`src/rtl/average_pkg.sv`:
```
// Shared definitions for the averaging sequencer: FSM state encoding and a
// width helper for counters that must represent 0..max_value.
package average_pkg;

  typedef enum logic [2:0] {
    S_IDLE    = 3'd0,
    S_CLEAR   = 3'd1,
    S_REQUEST = 3'd2,
    S_WAIT    = 3'd3,
    S_ADD     = 3'd4,
    S_SHOW    = 3'd5,
    S_DONE    = 3'd6
  } state_t;

  // Bits needed to hold every value in 0..max_value (clog2(max_value+1), min 1).
  function automatic int cnt_width(input int max_value);
    int w;
    w = 1;
    while ((32'd1 << w) <= max_value) begin
      w = w + 1;
    end
    return w;
  endfunction

endpackage

```
`src/rtl/timeout_counter.sv`:
```
// Wait-cycle counter: cleared by load, counts up on inc and sticks at the
// configured limit, flagging limit_reached while it sits there.
module timeout_counter
  import average_pkg::*;
#(
  parameter int timeout_cycles = 255,
  localparam int CntW = cnt_width(timeout_cycles)
) (
  input  logic clock,
  input  logic reset,
  input  logic load_i,
  input  logic inc_i,
  output logic limit_reached_o
);

  localparam logic [CntW-1:0] Limit = CntW'(timeout_cycles);

  logic [CntW-1:0] count_q;
  logic [CntW-1:0] count_d;

  // Next count: load wins, then a saturating increment.
  always_comb begin
    count_d = count_q;
    if (load_i) begin
      count_d = '0;
    end else if (inc_i && (count_q != Limit)) begin
      count_d = count_q + CntW'(1);
    end else begin
      count_d = count_q;
    end
  end

  // Count register.
  always_ff @(posedge clock) begin
    if (reset) begin
      count_q <= '0;
    end else begin
      count_q <= count_d;
    end
  end

  assign limit_reached_o = (count_q == Limit);

endmodule

```
`src/rtl/average_sequencer.sv`:
```
// Moore sequencer for one averaging cycle: clear, request/add 2^samples_log2
// ADC samples, publish the mean; with continuous restart, abort and timeout.
module average_sequencer
  import average_pkg::*;
#(
  parameter int samples_log2   = 4,
  parameter int timeout_cycles = 255
) (
  input  logic                  clock,
  input  logic                  reset,
  input  logic                  start,
  input  logic                  continuous,
  input  logic                  abort,
  input  logic                  sample_valid,
  output logic                  sample_request,
  output logic                  clear,
  output logic                  add,
  output logic                  show,
  output logic                  busy,
  output logic                  done,
  output logic                  timeout_error,
  output logic [samples_log2:0] sample_count
);

  localparam int CntW = samples_log2 + 1;
  localparam logic [CntW-1:0] CntLast = CntW'((32'd1 << samples_log2) - 32'd1);

  state_t          state_q, state_d;
  logic [CntW-1:0] count_q, count_d;
  logic            error_q, error_d;
  logic            wait_load_s;
  logic            wait_inc_s;
  logic            wait_limit_s;

  timeout_counter #(
    .timeout_cycles(timeout_cycles)
  ) u_wait (
    .clock          (clock),
    .reset          (reset),
    .load_i         (wait_load_s),
    .inc_i          (wait_inc_s),
    .limit_reached_o(wait_limit_s)
  );

  // Next-state, sample count and sticky error; abort overrides everything but IDLE.
  always_comb begin
    state_d     = state_q;
    count_d     = count_q;
    error_d     = error_q;
    wait_load_s = 1'b0;
    wait_inc_s  = 1'b0;
    case (state_q)
      S_IDLE: begin
        if (start) begin
          state_d = S_CLEAR;
          error_d = 1'b0;
        end else begin
          state_d = S_IDLE;
        end
      end
      S_CLEAR: begin
        state_d = S_REQUEST;
        count_d = '0;
      end
      S_REQUEST: begin
        state_d     = S_WAIT;
        wait_load_s = 1'b1;
      end
      S_WAIT: begin
        if (sample_valid) begin
          state_d = S_ADD;
        end else if (wait_limit_s) begin
          state_d = S_IDLE;
          error_d = 1'b1;
        end else begin
          wait_inc_s = 1'b1;
        end
      end
      S_ADD: begin
        count_d = count_q + CntW'(1);
        if (count_q == CntLast) begin
          state_d = S_SHOW;
        end else begin
          state_d = S_REQUEST;
        end
      end
      S_SHOW: begin
        state_d = S_DONE;
      end
      S_DONE: begin
        if (continuous) begin
          state_d = S_CLEAR;
        end else begin
          state_d = S_IDLE;
        end
      end
      default: begin
        state_d = S_IDLE;
      end
    endcase

    if (abort && (state_q != S_IDLE)) begin
      state_d     = S_IDLE;
      count_d     = count_q;
      error_d     = error_q;
      wait_load_s = 1'b0;
      wait_inc_s  = 1'b0;
    end else begin
      wait_load_s = wait_load_s;
    end
  end

  // State, count and error registers.
  always_ff @(posedge clock) begin
    if (reset) begin
      state_q <= S_IDLE;
      count_q <= '0;
      error_q <= 1'b0;
    end else begin
      state_q <= state_d;
      count_q <= count_d;
      error_q <= error_d;
    end
  end

  assign sample_request = (state_q == S_REQUEST);
  assign clear          = (state_q == S_CLEAR);
  assign add            = (state_q == S_ADD);
  assign show           = (state_q == S_SHOW);
  assign done           = (state_q == S_DONE);
  assign busy           = (state_q != S_IDLE);
  assign timeout_error  = error_q;
  assign sample_count   = count_q;

endmodule
```
`config.mk`:
```
export PLATFORM = sky130hd
export DESIGN_NAME = average_sequencer
export DESIGN_NICKNAME = d
export VERILOG_FILES = /design/src/rtl/average_pkg.sv /design/src/rtl/timeout_counter.sv /design/src/rtl/average_sequencer.sv
export SDC_FILE = /design/constraint.sdc
export NUM_CORES = 1
export LEC_CHECK = 0
export CORE_ASPECT_RATIO = 1.75
export CORE_MARGIN = 10
export CORE_UTILIZATION = 25
export DETAILED_ROUTE_END_ITERATION = 8
export MAX_ROUTING_LAYER = met4
export PLACE_DENSITY = 0.52
export SETUP_SLACK_MARGIN = 0.4
export SLEW_MARGIN = 5
export SYNTH_ARGS = -nofsm -noshare
export SYNTH_HDL_FRONTEND = slang
export SYNTH_SLANG_ARGS = --single-unit
```
`constraint.sdc`:
```
create_clock -name clock -period 2.04 [get_ports clock]
set_input_delay 0.306 -clock clock [delete_from_list [all_inputs] [get_ports clock]]
set_output_delay 0.306 -clock clock [all_outputs]
set_load 0.02 [all_outputs]
```
==> metrics.yaml, run 1 <==
synthesis:
  synth-seq-area-share_pct: 38.15
  syn-num-nets: 117
  synth_top_area_share_pct: 38.15
  async_flop_share_pct: 0
  synth_top_area_cell: "dfxtp_1"
  synth_edf_count: 0
  synthTopCellsByArea: "dfxtp_1 (38%), a21oi_1 (6.7%), ha_1 (4.2%)"
  syn_avg_cell_area_um2: 8.260
  syn-cell-area_um2: 892.1
  syn_inst: 108
  ys_ff_latch: 17
  synth_cell_types: 34
  synthFlopType: "dfxtp_1"
  ys_warn_count: 0
cells_and_area:
  syn_to_final_growth_pct: 51.47
  layout_common_cells: "a21oi_1 (11), buf_4 (11), dfxtp_1 (10), clkdlybuf4s50_1 (8), nor2_1 (7)"
  n_fill_cell: 367
  fin_nets: 147
  diodes: 0
  final_core_util_pct: 39.76
  layout.area.seq_um2: 356.6
  drive_gt1_share_pct: 31.39
  post-route-cell-area_um2: 1351
  multiInputGateArea_um2: 636.9
clock_network:
  cts_sinks: 17
  cts_buffer_depth: 2
  clk_pin_slew_ns: 0.06
  clk_latency_ns: 0.24
  holdBufCountCts: 0
  cts_buffers: 3
  cts_tree: "built"
  cts_root_buf: "clkbuf_8"
  htreeDepth: 1
floorplan:
  initial_core_util_pct: 26.25
  die_area_um2: 6452
  io_pins: 18
  die_y_um: 99.03
  core_um2: 3398
  std_cell_rows: 28
  die_width_um: 65.16
detailed_routing:
  vias: 903
  drc: 0
  via_per_inst: 4.962
  ant_nets: 0
  firstDrtPassIters: 4
  first_iter_violations: 22
  wire_per_inst_um: 13.35
  wl_um: 2429
worst_hold_path:
  min_from: "u_wait.count_q[7]$_SDFFE_PP0P_"
  min_path_cells: 2
  hp-class: "reg2reg"
timing:
  slew_headroom_pct: 76.02
  hold_viol: 0
  maxSlewViolCount: 0
  rsz0062_at_grt: "yes"
  fin_hold_ws_ns: 0.4907
  tns_ns: 0
  min_period_ns: 1.676
  period_share_pct: 82.16
  max_freq_mhz: 596.7
  setup_viol: 0
  tightestPinTransition_ns: 0.3574
  skew_ns: 0.001238
power_and_ir_drop:
  ir_worst_vdd_uv: 322.0
  total_leakage_power_nw: 0.4942
  power.density_nw_per_um2: 548.8
job:
  maxCapViolations: 0
setup_path:
  cp_max_fo: 5
  crit_slowest_cell: "or4_4"
  crit_buf_inv: 0
  start_kind: "flop"
  critical_path.startpoint: "state_q[0]$_SDFFE_PP0P_"
  crit_arrival_ns: 1.86
  slowest_delay_ns: 0.42
  critPathTopFamily: "simple AND/OR/NAND/NOR gates"
  end_kind: "flop"
  path_cells: "or3b_4 -> a211o_4 -> or4_4 -> a21oi_2"
  required_ns: 2.22
  path_depth: 4
  r2r-start: "state_q[0]$_SDFFE_PP0P_"
  reg2reg_depth: 4
  path_class: "reg2reg"
outcome:
  outcome: "finished clean"
global_routing:
  gr-usage-all-layers_pct: 7.705
  grt-ovfl-total: 0
  antenna_found_initial: 0
  grt_max_degree: 10
  grt_pass1_vias: 908
  grt_pass1_wl_um: 3953
place:
  hpwlAfterDp_um: 1876
  placed_cell_area_um2: 1195
  gp_congestion: 0.7589
  numPortBuffers: 17
==> area by class of cell <==
class | count | area share [%]
Sequential cell | 17 | 26.39
Multi-Input combinational cell | 82 | 47.13
Inverter | 6 | 1.667
Clock buffer | 4 | 3.333
Timing Repair Buffer | 28 | 17.31
Tap cell | 45 | 4.167
==> layer usage <==
metal | GRT usage (%) | up-vias | wire length, µm
met2 | 14.33 | 13 | 1346
met5 | - | - | 0
met1 | 6.831 | 430 | 924
met3 | 2.268 | 2 | 133
li1 | - | 458 | -
met4 | 3.477 | 0 | 24
==> synthesized netlist by cell type (2+ instances only) <==
cell / number
or3_1: 2
and2_1: 3
nor3_1: 2
a21o_1: 3
clkbuf_1: 2
nand2b_1: 2
ha_1: 3
nand2_1: 6
o211ai_1: 2
nor3b_1: 2
nand3_1: 4
nor2b_1: 3
nor2_1: 7
a21oi_1: 12
o21ai_0: 5
buf_2: 2
o31ai_1: 3
a211oi_1: 2
or4_1: 3
nor4_1: 2
xnor2_1: 2
inv_1: 6
dfxtp_1: 17
and3_1: 3
==> state kept, by name, summed over array words and instances (netlist names) <==
register	flops
state_q	3
u_wait.count_q	8
timeout_error	1
sample_count	5
==> cells by family (layout without fill, tap and decap cells) <==
group / count (synthesis) / count (layout) / synth area share (%)
XOR/XNOR: 2 / 2 / 1.964
flip-flops: 17 / 17 / 38.15
multiplexers: 1 / 1 / 1.262
buffers and inverters: 10 / 38 / 4.488
AO/OA/AOI/OAI: 34 / 35 / 24.40
adder cells (fa/ha/maj): 3 / 3 / 4.208
AND/OR/NAND/NOR: 41 / 41 / 25.53
==> per-stage QoR <==
step | std cells | worst slack (ns) | power, W
after detailed placement | 173 | -0.08746 | 0.0004873
after global placement | 173 | -0.06450 | 0.0004862
after floorplan | 108 | 0.3711 | 0.0004284
after CTS | 182 | 0.3185 | 0.0007430
after global routing | 182 | 0.3034 | 0.0007805
final | 182 | 0.3640 | 0.0007416
==> power by group <==
| part | internal (W) | switching (W) |
|---|---|---|
| Clock | 0.000138 | 0.000106 |
| Sequential | 0.000337 | 0.0000116 |
| Combinational | 0.0000700 | 0.0000782 |
| Total | 0.000546 | 0.000196 |
==> worst min-delay path, cell delays in order, from the launching register on <==
cell	delay (ns)
dfxtp_1	0.32
o31ai_1	0.07
a21oi_1	0.06
==> what timing repair did <==
action                     in CTS  in global routing
setup endpoints to repair      16                 16
hold endpoints to repair        0                  0
gates cloned                    1                  0
pin swaps                       5                  6
buffers inserted                4                  0
resized for setup              20                 17
==> worst paths after layout <==
kind	end	slack, ns
max	u_wait.count_q[5]$_SDFFE_PP0P_	0.36
min	u_wait.count_q[7]$_SDFFE_PP0P_	0.49
max reg2reg	u_wait.count_q[5]$_SDFFE_PP0P_	0.36
min reg2reg	u_wait.count_q[7]$_SDFFE_PP0P_	0.49
No activity file was read; power rests on OpenSTA's default activity.
==> run 2, diff against run 1 <==
Settings changed: PLACE_DENSITY 0.52 to 0.53.
Clock period 2.04 ns to 1.37 ns, I/O delays scaled along.
==> metrics.yaml, run 2 (same netlist as run 1, synthesis figures left out) <==
cells_and_area:
  n_fill_cell: 316
  regMostFlops: "u_wait.count_q"
  layout.cells.most_common: "buf_4"
  syn_to_final_growth_pct: 110.7
  drive_gt1_share_pct: 62.98
  fin_nets: 191
  largest_reg_flops: 8
  post-route-cell-area_um2: 1879
  layout_common_cells: "buf_4 (43), buf_6 (22), a21oi_1 (7), dfxtp_1 (7), nand2_1 (6)"
  diodes: 0
global_routing:
  antenna_found_initial: 0
  grt_pass1_wl_um: 5092
  gr-usage-all-layers_pct: 10.14
  grt-ovfl-total: 0
  grt_max_degree: 13
  grt_pass1_vias: 1153
power_and_ir_drop:
  ir_worst_vdd_uv: 426.9
  power.density_nw_per_um2: 696.6
  total_leakage_power_nw: 0.7516
setup_path:
  worstReg2RegEnd: "u_wait.count_q[7]$_SDFFE_PP0P_"
  start_kind: "flop"
  crit_arrival_ns: 1.86
  critPathTopFamily: "simple AND/OR/NAND/NOR gates"
  reg2reg_depth: 4
  path_class: "reg2reg"
  crit_slowest_cell: "or4_4"
  cp_max_fo: 5
  path_depth: 4
  crit_buf_inv: 0
  end_kind: "flop"
  r2r-start: "state_q[0]$_SDFFE_PP0P_"
  slowest_delay_ns: 0.42
  timing.reg2reg.setup_slack_ns: -0.30
  required_ns: 1.56
  path_cells: "or3b_4 -> a211o_4 -> or4_4 -> a21oi_2"
detailed_routing:
  drc: 0
  wl_um: 3349
  firstDrtPassIters: 4
  wire_per_inst_um: 14.82
  ant_nets: 0
  vias: 1120
  via_per_inst: 4.956
  first_iter_violations: 22
clock_network:
  cts_root_buf: "clkbuf_8"
  htreeDepth: 1
  cts_buffers: 3
  cts_buffer_depth: 2
  clk_latency_ns: 0.26
  cts_sinks: 17
  clk_pin_slew_ns: 0.07
  holdBufCountCts: 0
  cts_tree: "built"
floorplan:
  die_width_um: 65.16
  core_um2: 3398
  std_cell_rows: 28
  initial_core_util_pct: 26.25
  die_area_um2: 6452
  die_y_um: 99.03
  io_pins: 18
worst_hold_path:
  min_from: "sample_valid"
  min_path_cells: 4
  hp-class: "in2reg"
  hold_end: "state_q[0]$_SDFFE_PP0P_"
outcome:
  violations: "negative setup slack"
  outcome: "finished, violations left"
timing:
  min_period_ns: 1.670
  tightestPinTransition_ns: 0.3376
  skew_ns: 0.003461
  maxSlewViolCount: 0
  max_freq_mhz: 598.8
  slew_headroom_pct: 77.31
  setup_viol: 22
  hold_viol: 0
  fin_ws_ns: -0.2999
  period_share_pct: 121.9
  rsz0062_at_grt: "yes"
place:
  gp_congestion: 0.7566
  numPortBuffers: 17
  placed_cell_area_um2: 1498
  hpwlAfterDp_um: 2328
  place_ws_ns: -0.6948
job:
  maxCapViolations: 0
## run 2: layout make-up
type / instances / area (µm²) / area share [%]
multi-input combinational: 82 / 737.0 / 39.21
inverter: 6 / 22.52 / 1.198
clock buffer: 4 / 45.04 / 2.397
timing repair buffer: 72 / 653.1 / 34.75
sequential: 17 / 365.4 / 19.44
tap: 45 / 56.30 / 2.996
## run 2: power by group
group	switching, W	internal [W]	leakage (nW)
logic	0.000183	0.000231	0.585
clock network	0.000182	0.000207	0.0228
registers	0.00000829	0.000498	0.144
## run 2: what timing repair did
action                     4_1_cts  5_1_grt
buffers inserted                 4       12
gates resized for setup         88       33
setup endpoints to repair       29       28
pin swaps                        8       13
cloned                           1        0
## run 2: worst max-delay path by stage
stage | start | to | slack (ns)
after floorplan | state_q[0]$_SDFFE_PP0P_ | u_wait.count_q[7]$_SDFFE_PP0P_ | -0.30
after global placement | sample_valid | u_wait.count_q[7]$_SDFFE_PP0P_ | -0.58
after detailed placement | sample_valid | u_wait.count_q[7]$_SDFFE_PP0P_ | -0.69
after CTS | state_q[0]$_SDFFE_PP0P_ | u_wait.count_q[7]$_SDFFE_PP0P_ | -0.34
after global routing | state_q[0]$_SDFFE_PP0P_ | u_wait.count_q[5]$_SDFFE_PP0P_ | -0.34
final | state_q[0]$_SDFFE_PP0P_ | u_wait.count_q[7]$_SDFFE_PP0P_ | -0.30
## run 2: per-stage QoR
step                std cells  util (%)  setup TNS [ns]  hold slack [ns]  power [W]
floorplan                 108         -          -1.634           0.2682  0.0006648
global placement          205     44.07          -6.444           0.5358  0.0008086
detailed placement        205     44.07          -6.908           0.5243  0.0008105
CTS                       214     48.49          -2.869           0.5168   0.001229
global route              226     55.30          -4.367           0.5651   0.001371
finish                    226     55.30          -2.858           0.5225   0.001309
## run 2: per-layer routing
metal | vias up | global-route usage [%] | routed length [µm]
met3 | 9 | 2.268 | 119
met1 | 537 | 9.210 | 1276
li1 | 551 | - | -
met5 | - | - | 0
met4 | 0 | 6.623 | 107
met2 | 23 | 18.14 | 1845
## run 2: worst reg2reg max path, stage by stage (launching register included)
cell and delay [ns]:
dfxtp_2 0.32, or3b_4 0.39, a211o_4 0.30, or4_4 0.43
a21oi_2 0.16
==> run 3, diff against run 2 <==
Settings changed: CORE_MARGIN 10 to 5.
==> metrics.yaml, run 3 (same netlist as run 1, synthesis figures left out) <==
outcome:
  outcome: "finished, violations left"
  violations: "negative setup slack"
place:
  hpwlAfterDp_um: 2138
  numPortBuffers: 17
  gp_congestion: 0.7571
  placed_cell_area_um2: 1498
cells_and_area:
  post-route-cell-area_um2: 1874
  regMostFlops: "u_wait.count_q"
  layout.area.seq_um2: 364.1
  n_fill_cell: 323
  layout_common_cells: "buf_4 (37), buf_6 (26), a21oi_1 (7), dfxtp_2 (7)"
  largest_reg_flops: 8
  layout.cells.most_common: "buf_4"
  final_core_util_pct: 54.59
  drive_gt1_share_pct: 63.13
  diodes: 0
  syn_to_final_growth_pct: 110.1
  multiInputGateArea_um2: 733.2
  fin_nets: 189
setup_path:
  critPathTopFamily: "simple AND/OR/NAND/NOR gates"
  crit_arrival_ns: 1.85
  required_ns: 1.56
  start_kind: "flop"
  end_kind: "flop"
  path_cells: "or3b_4 -> a211o_4 -> or4_4 -> a21oi_2"
  slowest_delay_ns: 0.42
  path_class: "reg2reg"
  crit_slowest_cell: "or4_4"
  cp_max_fo: 5
  crit_buf_inv: 0
detailed_routing:
  via_per_inst: 4.915
  firstDrtPassIters: 4
  drc: 0
  wire_per_inst_um: 13.73
  first_iter_violations: 27
  vias: 1101
  ant_nets: 0
  wl_um: 3076
power_and_ir_drop:
  power.density_nw_per_um2: 714.9
  ir_worst_vdd_uv: 444.3
  total_leakage_power_nw: 0.7382
job:
  maxCapViolations: 0
floorplan:
  core_um2: 3433
  io_pins: 18
  std_cell_rows: 28
  die_y_um: 89.03
  die_area_um2: 4910
  die_width_um: 55.16
  initial_core_util_pct: 25.98
clock_network:
  clk_latency_ns: 0.25
  cts_buffer_depth: 2
  cts_tree: "built"
  clk_pin_slew_ns: 0.07
  cts_sinks: 17
  holdBufCountCts: 0
  cts_root_buf: "clkbuf_8"
  cts_buffers: 3
  htreeDepth: 1
global_routing:
  grt-ovfl-total: 0
  grt_pass1_vias: 1129
  antenna_found_initial: 0
  grt_max_degree: 10
  gr-usage-all-layers_pct: 14.12
  grt_pass1_wl_um: 4988
timing:
  hold_viol: 0
  min_period_ns: 1.665
  period_share_pct: 121.5
  tightestPinTransition_ns: 0.3557
  slew_headroom_pct: 76.07
  setup_viol: 23
  fin_ws_ns: -0.2952
  tns_ns: -4.621
  maxSlewViolCount: 0
  max_freq_mhz: 600.5
  rsz0062_at_grt: "yes"
  skew_ns: 0.001532
worst_hold_path:
  hp-class: "reg2reg"
## run 3: final timing paths
kind	from	end	slack, ns	cells past startpoint
worst max register to register	state_q[0]$_SDFFE_PP0P_	u_wait.count_q[7]$_SDFFE_PP0P_	-0.30	4
worst max-delay path	state_q[0]$_SDFFE_PP0P_	u_wait.count_q[7]$_SDFFE_PP0P_	-0.30	4
worst min-delay path	sample_count[4]$_SDFFE_PP0P_	sample_count[4]$_SDFFE_PP0P_	0.54	2
worst min register to register	sample_count[4]$_SDFFE_PP0P_	sample_count[4]$_SDFFE_PP0P_	0.54	2
## run 3: cell type report
type | instances | area share, %
flip-flops and latches | 17 | 19.43
repair buffers | 70 | 34.85
clock buffers | 4 | 2.403
multi-input cells | 82 | 39.12
well taps | 45 | 3.004
inverters | 6 | 1.202
## run 3: what timing repair did
action,4_1_cts,5_1_grt
resized for setup,104,18
buffers inserted,9,5
cloned,1,0
setup endpoints to repair,29,29
pin swaps,10,8
## run 3: stage by stage
stage	worst slack (ns)	cells	hold slack, ns	power [W]
final	-0.2952	224	0.5370	0.001340
after detailed placement	-0.6590	205	0.5346	0.0008059
after global placement	-0.5836	205	0.5364	0.0008036
after CTS	-0.3295	219	0.5253	0.001303
after global routing	-0.3488	224	0.5644	0.001400
after floorplan	-0.2976	108	0.2682	0.0006648
## run 3: report_power, final
part | switching [W] | internal [W] | leakage (nW)
clock network | 0.000171 | 0.000206 | 0.0228
registers | 0.0000114 | 0.000500 | 0.144
logic | 0.000191 | 0.000260 | 0.572
## run 3: routing by layer
| metal | track usage, % | up-vias | part of all wire [%] |
|---|---|---|---|
| li1 | - | 538 | - |
| met1 | 15.07 | 532 | 37 |
| met2 | 25.43 | 27 | 58 |
| met3 | 1.669 | 4 | 3.5 |
| met4 | 5.310 | 0 | 1.1 |
| met5 | - | - | 0 |
## run 3: worst min-delay path, delay by kind of cell (launching register included)
family,cells,cell delay [ns]
AND/OR/NAND/NOR,1,0.08
flip-flops,1,0.36
AO/OA/AOI/OAI,1,0.06
